$ cat src/rtl/matrix_scan_capture.sv
// matrix_scan_capture: debounces a scanned LED-matrix bus and assembles accepted rows
// into a shadow frame, publishing complete red/green frames with order, multi-row and idle checks.
module matrix_scan_capture #(
    parameter int SETTLE_CYCLES  = 4,
    parameter int TIMEOUT_CYCLES = 65536
) (
    input  logic        clk,
    input  logic        reset,
    input  logic [7:0]  matrix_scanout,
    input  logic [7:0]  matrix_segout_r,
    input  logic [7:0]  matrix_segout_g,
    input  logic [2:0]  rd_row,
    output logic [7:0]  rd_r,
    output logic [7:0]  rd_g,
    output logic        frame_valid,
    output logic [15:0] frame_count,
    output logic        err_multi,
    output logic        err_order,
    output logic        scan_active
);
    localparam int         IW        = $clog2(TIMEOUT_CYCLES + 1);
    localparam logic [7:0] ACCEPT_AT = 8'(SETTLE_CYCLES - 1);

    logic [23:0]   in_q, in_d, prev_q, prev_d;
    logic [7:0]    stable_q, stable_d;
    logic [2:0]    expected_q, expected_d;
    logic [IW-1:0] idle_q, idle_d;
    logic          scan_active_q, scan_active_d;
    logic          frame_valid_q, frame_valid_d;
    logic          err_multi_q, err_multi_d;
    logic          err_order_q, err_order_d;
    logic [15:0]   frame_count_q, frame_count_d;
    logic [7:0]    rd_r_q, rd_r_d, rd_g_q, rd_g_d;
    logic [7:0]    shadow_r_q [0:6];
    logic [7:0]    shadow_r_d [0:6];
    logic [7:0]    shadow_g_q [0:6];
    logic [7:0]    shadow_g_d [0:6];
    logic [7:0]    pub_r_q [0:7];
    logic [7:0]    pub_r_d [0:7];
    logic [7:0]    pub_g_q [0:7];
    logic [7:0]    pub_g_d [0:7];

    logic       accept, acc_onehot, acc_multi;
    logic [7:0] acc_scan, acc_r, acc_g;
    logic [2:0] acc_row;

    always_comb begin
        in_d          = {matrix_scanout, matrix_segout_r, matrix_segout_g};
        prev_d        = in_q;
        stable_d      = 8'd0;
        expected_d    = expected_q;
        idle_d        = idle_q;
        scan_active_d = scan_active_q;
        frame_valid_d = 1'b0;
        err_multi_d   = 1'b0;
        err_order_d   = 1'b0;
        frame_count_d = frame_count_q;
        shadow_r_d    = shadow_r_q;
        shadow_g_d    = shadow_g_q;
        pub_r_d       = pub_r_q;
        pub_g_d       = pub_g_q;
        rd_r_d        = pub_r_q[rd_row];
        rd_g_d        = pub_g_q[rd_row];

        if (in_q == prev_q) begin
            stable_d = (stable_q == 8'hFF) ? stable_q : stable_q + 8'd1;
        end

        // The settled sample is the older register: it is the last of the identical run.
        accept     = (stable_q == ACCEPT_AT);
        acc_scan   = prev_q[23:16];
        acc_r      = prev_q[15:8];
        acc_g      = prev_q[7:0];
        acc_onehot = $onehot(acc_scan);
        acc_multi  = (acc_scan != 8'd0) && !acc_onehot;
        acc_row    = 3'd0;
        for (int i = 0; i < 8; i++) begin
            if (acc_scan[i]) acc_row = 3'(i);
        end

        if (accept && acc_multi) begin
            err_multi_d = 1'b1;
        end

        if (accept && acc_onehot) begin
            idle_d        = IW'(TIMEOUT_CYCLES);
            scan_active_d = 1'b1;
            if (acc_row == 3'd0) begin
                shadow_r_d[0] = acc_r;
                shadow_g_d[0] = acc_g;
                expected_d    = 3'd1;
            end else if (acc_row == expected_q) begin
                if (acc_row == 3'd7) begin
                    for (int i = 0; i < 7; i++) begin
                        pub_r_d[i] = shadow_r_q[i];
                        pub_g_d[i] = shadow_g_q[i];
                    end
                    pub_r_d[7]    = acc_r;
                    pub_g_d[7]    = acc_g;
                    frame_valid_d = 1'b1;
                    frame_count_d = frame_count_q + 16'd1;
                    expected_d    = 3'd0;
                end else begin
                    for (int i = 1; i < 7; i++) begin
                        if (acc_row == 3'(i)) begin
                            shadow_r_d[i] = acc_r;
                            shadow_g_d[i] = acc_g;
                        end
                    end
                    expected_d = acc_row + 3'd1;
                end
            end else begin
                err_order_d = 1'b1;
                expected_d  = 3'd0;
            end
        end else if (idle_q != '0) begin
            idle_d = idle_q - IW'(1);
            if (idle_q == IW'(1)) begin
                scan_active_d = 1'b0;
                expected_d    = 3'd0;
            end
        end
    end

    always_ff @(posedge clk or posedge reset) begin
        if (reset) begin
            in_q          <= '0;
            prev_q        <= '0;
            stable_q      <= '0;
            expected_q    <= '0;
            idle_q        <= '0;
            scan_active_q <= 1'b0;
            frame_valid_q <= 1'b0;
            err_multi_q   <= 1'b0;
            err_order_q   <= 1'b0;
            frame_count_q <= '0;
            rd_r_q        <= '0;
            rd_g_q        <= '0;
            for (int i = 0; i < 7; i++) begin
                shadow_r_q[i] <= '0;
                shadow_g_q[i] <= '0;
            end
            for (int i = 0; i < 8; i++) begin
                pub_r_q[i] <= '0;
                pub_g_q[i] <= '0;
            end
        end else begin
            in_q          <= in_d;
            prev_q        <= prev_d;
            stable_q      <= stable_d;
            expected_q    <= expected_d;
            idle_q        <= idle_d;
            scan_active_q <= scan_active_d;
            frame_valid_q <= frame_valid_d;
            err_multi_q   <= err_multi_d;
            err_order_q   <= err_order_d;
            frame_count_q <= frame_count_d;
            rd_r_q        <= rd_r_d;
            rd_g_q        <= rd_g_d;
            shadow_r_q    <= shadow_r_d;
            shadow_g_q    <= shadow_g_d;
            pub_r_q       <= pub_r_d;
            pub_g_q       <= pub_g_d;
        end
    end

    assign rd_r        = rd_r_q;
    assign rd_g        = rd_g_q;
    assign frame_valid = frame_valid_q;
    assign frame_count = frame_count_q;
    assign err_multi   = err_multi_q;
    assign err_order   = err_order_q;
    assign scan_active = scan_active_q;
endmodule
$ cat config.mk
export PLATFORM = sky130hd
export DESIGN_NAME = matrix_scan_capture
export DESIGN_NICKNAME = d
export VERILOG_FILES = /design/src/rtl/matrix_scan_capture.sv
export SDC_FILE = /design/constraint.sdc
export NUM_CORES = 1
export LEC_CHECK = 0
export BUFFER_PORTS_ARGS = -buffer_cell sky130_fd_sc_hd__buf_2
export CORE_MARGIN = 3
export CORE_UTILIZATION = 48
export CTS_BUF_LIST = sky130_fd_sc_hd__clkbuf_4
export DETAILED_ROUTE_END_ITERATION = 7
export RECOVER_POWER = 25
export SLEW_MARGIN = 30
export SYNTH_ARGS = -nofsm -noshare
export SYNTH_HDL_FRONTEND = slang
export SYNTH_SLANG_ARGS = --single-unit
$ cat constraint.sdc
create_clock -name clk -period 12.1 [get_ports clk]
set_clock_uncertainty 0.2 [all_clocks]
set_input_delay 0 -clock clk [delete_from_list [all_inputs] [get_ports clk]]
set_output_delay 0 -clock clk [all_outputs]
set_load 0.02 [all_outputs]
After elaboration in Yosys (flattened, before gate mapping)
Cells that the tools add are included.
{ "totals": {"input_bits": 29, "wordCells": 123, "output_inout_bits": 36, "reg_bits": 352} }
{ "classes": {"eq_ne": 14, "mux": 34, "n_addsub": 11, "n_reduce_logical": 18, "bitwise": 3, "n_lt_le_gt_ge": 1} }
{ "op_table": {"columns": ["op", "n"], "rows": [
  ["$bmux 8 s3", 2],
  ["$mux 8", 6],
  ["$mux 3", 12],
  ["$mux 17", 2],
  ["$reduce_and 5->1", 6],
  ["$eq 24x24->1", 1],
  ["$eq 17x1->1 const B", 1],
  ["$reduce_bool 17->1", 1],
  ["$sub 17x1->17 const B", 1],
  ["$add 16x1->16 const B", 1],
  ["$eq 3x3->1 const B", 4],
  ["$mux 1", 12],
  ["$add 1x1->2", 4],
  ["$add 8x1->8 const B", 1],
  ["$eq 8x2->1 const B", 1],
  ["$eq 8x8->1 const B", 1],
  ["$reduce_bool 8->1", 1],
  ["$add 2x2->3", 2],
  ["$eq 3x2->1 const B", 2],
  ["$add 3x3->4", 1],
  ["$eq 4x1->1 const B", 1],
  ["$ge 4x4->1 const B", 1],
  ["$not 3->4", 1],
  ["$reduce_and 2->1", 2],
  ["other kinds (10)", 14]
]} }

Logic depth before layout (Yosys ltp)
Gate-level depths: netlist of the first run.
{ "logic_depth": {"depth_word": 12, "depth_mapped": 16, "ltp_nobuf": 14} }

Worst setup path after synthesis of the first run
No wires, ideal clock.
{ "synth_path": {"kind": "register -> register", "start": "register prev_q[17]", "end": "register shadow_g_q[24] (netlist name)", "arrival_time_ps": 4373, "n_path_buf": 1, "stages_incl_launch_ff": 16, "slack_ps": 7402, "t_required_ps": 11775, "setup_ps": 125, "synth_period_minus_slack_ps": 4698, "path_cell_list": "dfrtp_1 -> inv_1 -> fa_1 -> fa_1 -> fa_1 -> inv_1 -> ha_1 -> inv_1 -> fa_1 -> a211o_1 -> a21oi_1 -> nand2b_4 -> nor3_4 -> nand4_4 -> buf_6 -> mux2_4"} }
{ "synth_via": {"elab_chain_len": 10, "word_cells_on_any_way": 19, "cone_classes": "add/sub (3); eq/ne (4); mux (7); bitwise (2); reduce/logical (3)"} }
{ "synth_lines": {"columns": ["element", "line_no", "rtl"], "rows": [
  ["start, declared", "24", "logic [23:0] in_q, in_d, prev_q, prev_d;"],
  ["start signal, assigned", "149", "prev_q <= prev_d;"],
  ["branches (longest 9 deep; another with $add 3x3->4)", null, null],
  ["$reduce_and 5->1 (no line) (*)", null, null],
  ["end signal, assigned", "161", "shadow_g_q <= shadow_g_d;"],
  ["end, declared", "36", "logic [7:0] shadow_g_q [0:6];"]
]} }
Every way passes the cells marked *.
A chain may end at the register's enable or synchronous reset.

Final worst setup path of the first run
{ "layout_path": {"start": "register prev_q[19]", "end": "register frame_count_q[7], in the netlist frame_count[7]"} }
{ "layout_via": {"elab_chain_len": 8, "word_cells_on_any_way": 15, "cone_classes": "add/sub (3); eq/ne (3); mux (5); bitwise (1); reduce/logical (3)"} }
{ "layout_lines": {"columns": ["element", "line_no", "rtl"], "rows": [
  ["branches (longest 7 deep; another with $add 3x3->4)", null, null],
  ["$reduce_and 4->1 (no line) (*)", null, null],
  ["end signal, assigned", "157", "frame_count_q <= frame_count_d;"],
  ["end, declared", "32", "logic [15:0] frame_count_q, frame_count_d;"]
]} }
Marks and branches as above.

==> impl_metrics.env, run 1 <==
export IMPL_hold_violations=0
export IMPL_rr_worst_depth=17
export IMPL_ctsLongestPathBuffers=3
export IMPL_setup_ws_ns=5.893
export IMPL_avgViaCountPerCell=5.038
export IMPL_power_density_nw_per_um2=136.2
export IMPL_dr_total_vias=9290
export IMPL_ys_warnings_count=0
export IMPL_p_int_w=0.001757
export IMPL_areaGrowthSynthToFinish_pct=16.08
export IMPL_drc=0
export IMPL_ant_nets=0
export IMPL_hp_start="rd_row[0]"
export IMPL_grt_pass1_vias=9554
export IMPL_seq_power_share=0.519
export IMPL_regToRegSetupSlack_ns=5.89
export IMPL_finalWirelength_um=30700
export IMPL_cp_data_required_time_ns=12.45
export IMPL_floorplan_core_area_um2=29800
export IMPL_peakVddDrop_mv=0.1020
export IMPL_die_h_um=180.5
export IMPL_timing_final_crit_share=0.5129
export IMPL_min_period_ns=6.207
export IMPL_postCtsSetupBuffers=0
export IMPL_antenna_found_initial=1
export IMPL_p_total_w=0.002311
export IMPL_slew_violations=138
export IMPL_final_common_cell="nand2_1"
export IMPL_grt_overflow=0
export IMPL_async_flop_share=1.000
export IMPL_timing_rr_end="frame_count[7]$_DFFE_PP0P_"
export IMPL_ys_types=56
export IMPL_port_buffers=64
export IMPL_drt_iter0_markers=558
export IMPL_hold_depth=4
export IMPL_path_class="flip-flop to flip-flop"
export IMPL_start_util=0.4906
export IMPL_power_frac_comb=0.039
export IMPL_clkTransAtPathRegs_ns=0.07
export IMPL_power_switching_w=0.0005540
export IMPL_clk_latency_ns=0.72
export IMPL_ys_flop_type="dfrtp_1"
export IMPL_syn_area_um2=14620
export IMPL_drv_cap=1
export IMPL_setup_viol=0
export IMPL_drive_gt1_frac=0.2760
export IMPL_min_path_type="input port to flip-flop"
export IMPL_stdcell_count=1844
export IMPL_dp_hpwl_um=17230
export IMPL_cts_buffers_inserted=94
export IMPL_tritoncts="done"
export IMPL_worst_pin_slew_ns=5.868
export IMPL_cp_arrival_ns=6.55
export IMPL_yosys_register_bits=352
export IMPL_power_frac_clock=0.442
export IMPL_gp_congestion=0.7646
export IMPL_slew_headroom=-2.934
export IMPL_cts_max_level=3
export IMPL_violations="capacitance limit, slew limit"
export IMPL_grt_pass1_wl_um=50480
export IMPL_place_inst=1618
export IMPL_cts_root_buf="clkbuf_4"
export IMPL_status="finished with violations"
export IMPL_grt_max_degree=138
export IMPL_globalRouteTotalUtil=0.1926
export IMPL_fmax_mhz=161.1
export IMPL_end_kind="flip-flop"
export IMPL_cts_sinks=352
export IMPL_first_pass_iters=6
export IMPL_fill_cells=2604
export IMPL_grt_setup_unrepaired="no"
export IMPL_synth_edff_count=0
export IMPL_cp_max_fo=76
export IMPL_dp_slack_ns=5.578
export IMPL_die_width_um=180.5
export IMPL_r2r_start="prev_q[19]$_DFF_PP0_"
export IMPL_switching_share=0.2397
export IMPL_pin_count=65
export IMPL_synth_nets=1267
export IMPL_syn_inst=1220
export IMPL_syn_area_per_cell_um2=11.98
export IMPL_rows=63
export IMPL_yosys_area_top_type_share=0.6025
export IMPL_synth_top_area_cell="dfrtp_1"
export IMPL_wl_per_cell_um=16.65
export IMPL_power_leakage_nw=8.961
export IMPL_die_area_um2=32590
export IMPL_setup_worst_path_start_class="flip-flop"
export IMPL_hold_path_end="rd_r[5]$_DFF_PP0_"
export IMPL_nNetsFinal=1425
export IMPL_layout_common_cells="nand2_1, dfrtp_1, clkbuf_4"
export IMPL_finalSetupTns_ns=0
export IMPL_synth_top_cells_by_area="dfrtp_1, nand2_1, mux2_2"
export IMPL_yosysSeqAreaShare=0.6025
per-layer routing:
layer  GRT usage  part of all wire  routed length (um)
met2      0.3101              0.48               14640
met3     0.03896             0.037                1138
met4     0.06233             0.021                 634
met5           0                 0                   0
met1      0.2658              0.47               14290
timing repair:
item	in CTS	in global routing
hold buffers	53	0
gates resized for setup	0	0
endpoints found under the hold margin	176	0
through the flow:
step,cell area [um^2],hold slack (ns),utilization
4_1_cts,16970,0.09430,0.5694
3_3_place_gp,15210,-0.09121,0.5104
3_5_place_dp,15240,-0.09069,0.5114
2_1_floorplan,14620,-0.1686,-
5_1_grt,16970,0.1419,0.5695
6_report,16970,0.1194,0.5695
registers in the layout (all words and copies together), names as in the netlist:
signal / count
idle_q: 17
rd_g: 8
shadow_r_q: 56
err_order: 1
pub_r_q: 64
rd_r: 8
prev_q: 24
in_q: 24
pub_g_q: 64
err_multi: 1
frame_valid: 1
expected_q: 3
scan_active: 1
stable_q: 8
shadow_g_q: 56
frame_count: 16
synth_stat cells, types with 5 or more instances:
master,count
buf_1,6
buf_2,9
buf_6,6
clkbuf_1,44
dfrtp_1,352
ha_1,14
inv_1,21
mux2_2,118
mux2_4,10
mux4_2,32
nand2_1,401
nand3_1,12
nand3_4,5
nand4_1,13
nor2_1,37
nor3_1,12
nor4_1,5
xnor2_1,33
xor2_1,24
power by group through the flow:
stage	clock, W	sequential (W)	combinational [W]
floorplan	0	0.00121	0.0000614
global placement	0	0.00122	0.0000778
detailed placement	0	0.00122	0.0000803
CTS	0.00106	0.00120	0.0000932
global route	0.00113	0.00120	0.000102
finish	0.00102	0.00120	0.0000902
cell families after synthesis:
logic type,count (synthesis),share of synthesized area
mux,160,0.1505
flops,352,0.6025
compound gates,27,0.01558
fa+ha+maj,18,0.01746
xor+xnor,57,0.03415
buf+inv,86,0.02593
simple gates,520,0.1539
worst max path at each step:
| stage | start | endpoint | slack [ns] | depth (start not counted) |
|---|---|---|---|---|
| finish | prev_q[19]$_DFF_PP0_ | frame_count[7]$_DFFE_PP0P_ | 5.89 | 17 |
| global route | prev_q[19]$_DFF_PP0_ | frame_count[7]$_DFFE_PP0P_ | 5.52 | 17 |
| CTS | prev_q[19]$_DFF_PP0_ | frame_count[11]$_DFFE_PP0P_ | 5.52 | 16 |
| detailed placement | prev_q[19]$_DFF_PP0_ | frame_count[12]$_DFFE_PP0P_ | 5.58 | 16 |
| global placement | prev_q[17]$_DFF_PP0_ | frame_count[11]$_DFFE_PP0P_ | 5.73 | 16 |
| floorplan | reset | err_multi$_DFF_PP0_ | 2.14 | 1 |
worst max-delay path, cell delays in order (launching register included):
cell and delay, ns:
dfrtp_1 0.42, inv_1 0.10, fa_1 0.44, fa_1 0.52, fa_1 0.41, inv_1 0.07
ha_1 0.16, inv_1 0.06, fa_1 0.38, a211o_1 0.33, a2111oi_4 0.52, buf_4 0.29
nand3_1 0.19, nor3_4 0.19, buf_4 0.55, buf_4 0.76, nand4_1 0.22, xnor2_1 0.17
cell type report:
class	instances	area [um^2]	share of cell area
Sequential cell	352	8808	0.5191
Multi-Input combinational cell	782	5445	0.3209
Clock buffer	141	1059	0.06238
Timing Repair Buffer	127	948.4	0.05589
Tap cell	390	488.0	0.02875
Clock inverter	30	138.9	0.008184
Inverter	21	80.08	0.004719
Antenna cell	1	2.502	0.0001475
Power figures use the tool's default switching activity.
==> inputs of run 2 (changes only) <==
PLACE_DENSITY = 0.67   (was default)
clock period = 5.55 ns   (was 12.1 ns; I/O delays follow)
==> impl_metrics.env, run 2 (synthesized netlist as in run 1, its figures left out) <==
export IMPL_status="finished with violations"
export IMPL_violations="capacitance limit, slew limit"
export IMPL_nNetsFinal=1423
export IMPL_ctsLongestPathBuffers=3
export IMPL_power_density_nw_per_um2=290.6
export IMPL_pin_count=65
export IMPL_gp_congestion=0.8281
export IMPL_fmax_mhz=197.2
export IMPL_rr_worst_depth=14
export IMPL_layout_common_cells="nand2_1, dfrtp_1, clkbuf_4"
export IMPL_postCtsSetupBuffers=0
export IMPL_critPathMostFrequentCell="fa_1"
export IMPL_slew_violations=123
export IMPL_worst_pin_slew_ns=3.855
export IMPL_ant_nets=0
export IMPL_timing_rr_end="frame_count[15]$_DFFE_PP0P_"
export IMPL_fin_hold_ws_ns=0.1409
export IMPL_place_inst=1621
export IMPL_grt_setup_unrepaired="no"
export IMPL_r2r_start="prev_q[19]$_DFF_PP0_"
export IMPL_fill_cells=2574
export IMPL_setup_ws_ns=0.4800
export IMPL_rows=63
export IMPL_cts_root_buf="clkbuf_4"
export IMPL_wl_per_cell_um=16.14
export IMPL_dr_total_vias=9351
export IMPL_cp_data_required_time_ns=5.95
export IMPL_worst_path_max_delay_cell="or3_4"
export IMPL_antenna_found_initial=2
export IMPL_path_cells="inv_1 > fa_1 > fa_1 > fa_1 > inv_1 > ha_1 > inv_1 > fa_1 > a211o_1 > a2111oi_4 > nand3_1 > or3_4 > nor3_1 > xor2_1"
export IMPL_slew_headroom=-1.570
export IMPL_stdcell_count=1826
export IMPL_drt_iter0_markers=458
export IMPL_dp_hpwl_um=16980
export IMPL_min_path_type="input port to flip-flop"
export IMPL_drv_cap=2
export IMPL_cp_max_fo=73
export IMPL_final_common_cell="nand2_1"
export IMPL_cpPeakStageDelay_ns=0.72
export IMPL_clkTransAtPathRegs_ns=0.07
export IMPL_tritoncts="done"
export IMPL_setup_viol=0
export IMPL_drive_gt1_frac=0.2573
export IMPL_die_h_um=180.5
export IMPL_grt_overflow=0
export IMPL_finalSetupTns_ns=0
export IMPL_cp_arrival_ns=5.47
export IMPL_power_leakage_nw=8.826
export IMPL_timing_final_crit_share=0.9135
export IMPL_grt_pass1_wl_um=50040
export IMPL_setup_worst_path_start_class="flip-flop"
export IMPL_drc=0
export IMPL_hold_violations=0
export IMPL_finalWirelength_um=29470
export IMPL_grt_pass1_vias=9838
export IMPL_areaGrowthSynthToFinish_pct=15.50
export IMPL_grt_max_degree=173
export IMPL_clk_latency_ns=0.71
export IMPL_dp_slack_ns=0.4986
export IMPL_cts_buffers_inserted=90
export IMPL_hp_start="rd_row[0]"
export IMPL_hold_path_end="rd_g[7]$_DFF_PP0_"
export IMPL_port_buffers=64
export IMPL_cts_max_level=3
export IMPL_die_width_um=180.5
export IMPL_start_util=0.4906
export IMPL_globalRouteTotalUtil=0.1887
export IMPL_first_pass_iters=5
export IMPL_floorplan_core_area_um2=29800
export IMPL_avgViaCountPerCell=5.121
export IMPL_peakVddDrop_mv=0.1927
export IMPL_reg_top3="pub_g_q (64), pub_r_q (64)"
export IMPL_min_period_ns=5.070
export IMPL_die_area_um2=32590
export IMPL_hold_depth=4
export IMPL_cts_sinks=352
export IMPL_end_kind="flip-flop"
export IMPL_regToRegSetupSlack_ns=0.48
export IMPL_path_class="flip-flop to flip-flop"
==> run 2: cell types whose count changed in the layout (fill, tap and decap cells not counted), moves of 2 or more <==
cell / previous run / this run
clkbuf_1: 2 / 22
buf_2: 60 / 43
clkinv_2: 9 / 3
clkinvlp_4: 0 / 2
clkbuf_4: 141 / 131
clkinv_1: 18 / 12
buf_12: 0 / 3
clkinv_4: 3 / 0
==> run 2: power breakdown <==
group	internal [W]	total, W	switching (W)
combinational	0.0000780	0.000196	0.000118
clock	0.00112	0.00210	0.000978
sequential	0.00258	0.00261	0.0000297
total	0.00378	0.00491	0.00113
==> run 2: final cells by class <==
cell class	count	area, um^2	share of cell area
Tap cell	390	488.0	0.02890
Multi-Input combinational cell	782	5445	0.3225
Clock buffer	131	983.4	0.05824
Inverter	21	80.08	0.004743
Timing Repair Buffer	129	965.9	0.05721
Antenna cell	2	5.005	0.0002964
Sequential cell	352	8808	0.5217
Clock inverter	19	108.9	0.006447
==> run 2: routing by layer <==
metal	wire length [um]	up-vias	global-route usage	part of all wire
met5	0	-	0	0
met4	644	0	0.06663	0.022
met3	1013	50	0.03553	0.034
met2	14660	168	0.3199	0.50
met1	13150	4703	0.2452	0.45
li1	-	4430	-	-
==> run 2: what timing repair did <==
action / 4_1_cts / 5_1_grt
hold buffers: 51 / 1
endpoints found under the setup margin: 0 / 0
endpoints found under the hold margin: 392 / 16
gates resized for setup: 0 / 0
==> run 2: metrics by stage <==
| stage | power, W | util | cell area, um^2 |
|---|---|---|---|
| after CTS | 0.004983 | 0.5668 | 16890 |
| after global placement | 0.002828 | 0.5130 | 15280 |
| after global routing | 0.005160 | 0.5667 | 16880 |
| after floorplan | 0.002776 | - | 14620 |
| final | 0.004907 | 0.5667 | 16880 |
| after detailed placement | 0.002833 | 0.5130 | 15280 |
==> run 2: worst max-delay path: cells and delay by family, from the launching register on <==
family	cells	cell delay [ns]
adders and majority gates	5	1.89
and+or+nand+nor	3	1.29
AOI/OAI and AO/OA	2	0.72
DFF	1	0.42
buffers and inverters	3	0.22
xor gates and xnor gates	1	0.17
==> run 2: how the worst max path moves through the flow <==
| stage | end | cells after the start | startpoint |
|---|---|---|---|
| 2_1_floorplan | err_multi$_DFF_PP0_ | 1 | reset |
| 4_1_cts | frame_count[15]$_DFFE_PP0P_ | 14 | prev_q[19]$_DFF_PP0_ |
| 3_3_place_gp | pub_r_q[30]$_DFFE_PP0P_ | 15 | prev_q[17]$_DFF_PP0_ |
| 6_report | frame_count[15]$_DFFE_PP0P_ | 14 | prev_q[19]$_DFF_PP0_ |
| 5_1_grt | frame_count[15]$_DFFE_PP0P_ | 14 | prev_q[19]$_DFF_PP0_ |
| 3_5_place_dp | pub_r_q[14]$_DFFE_PP0P_ | 15 | prev_q[19]$_DFF_PP0_ |
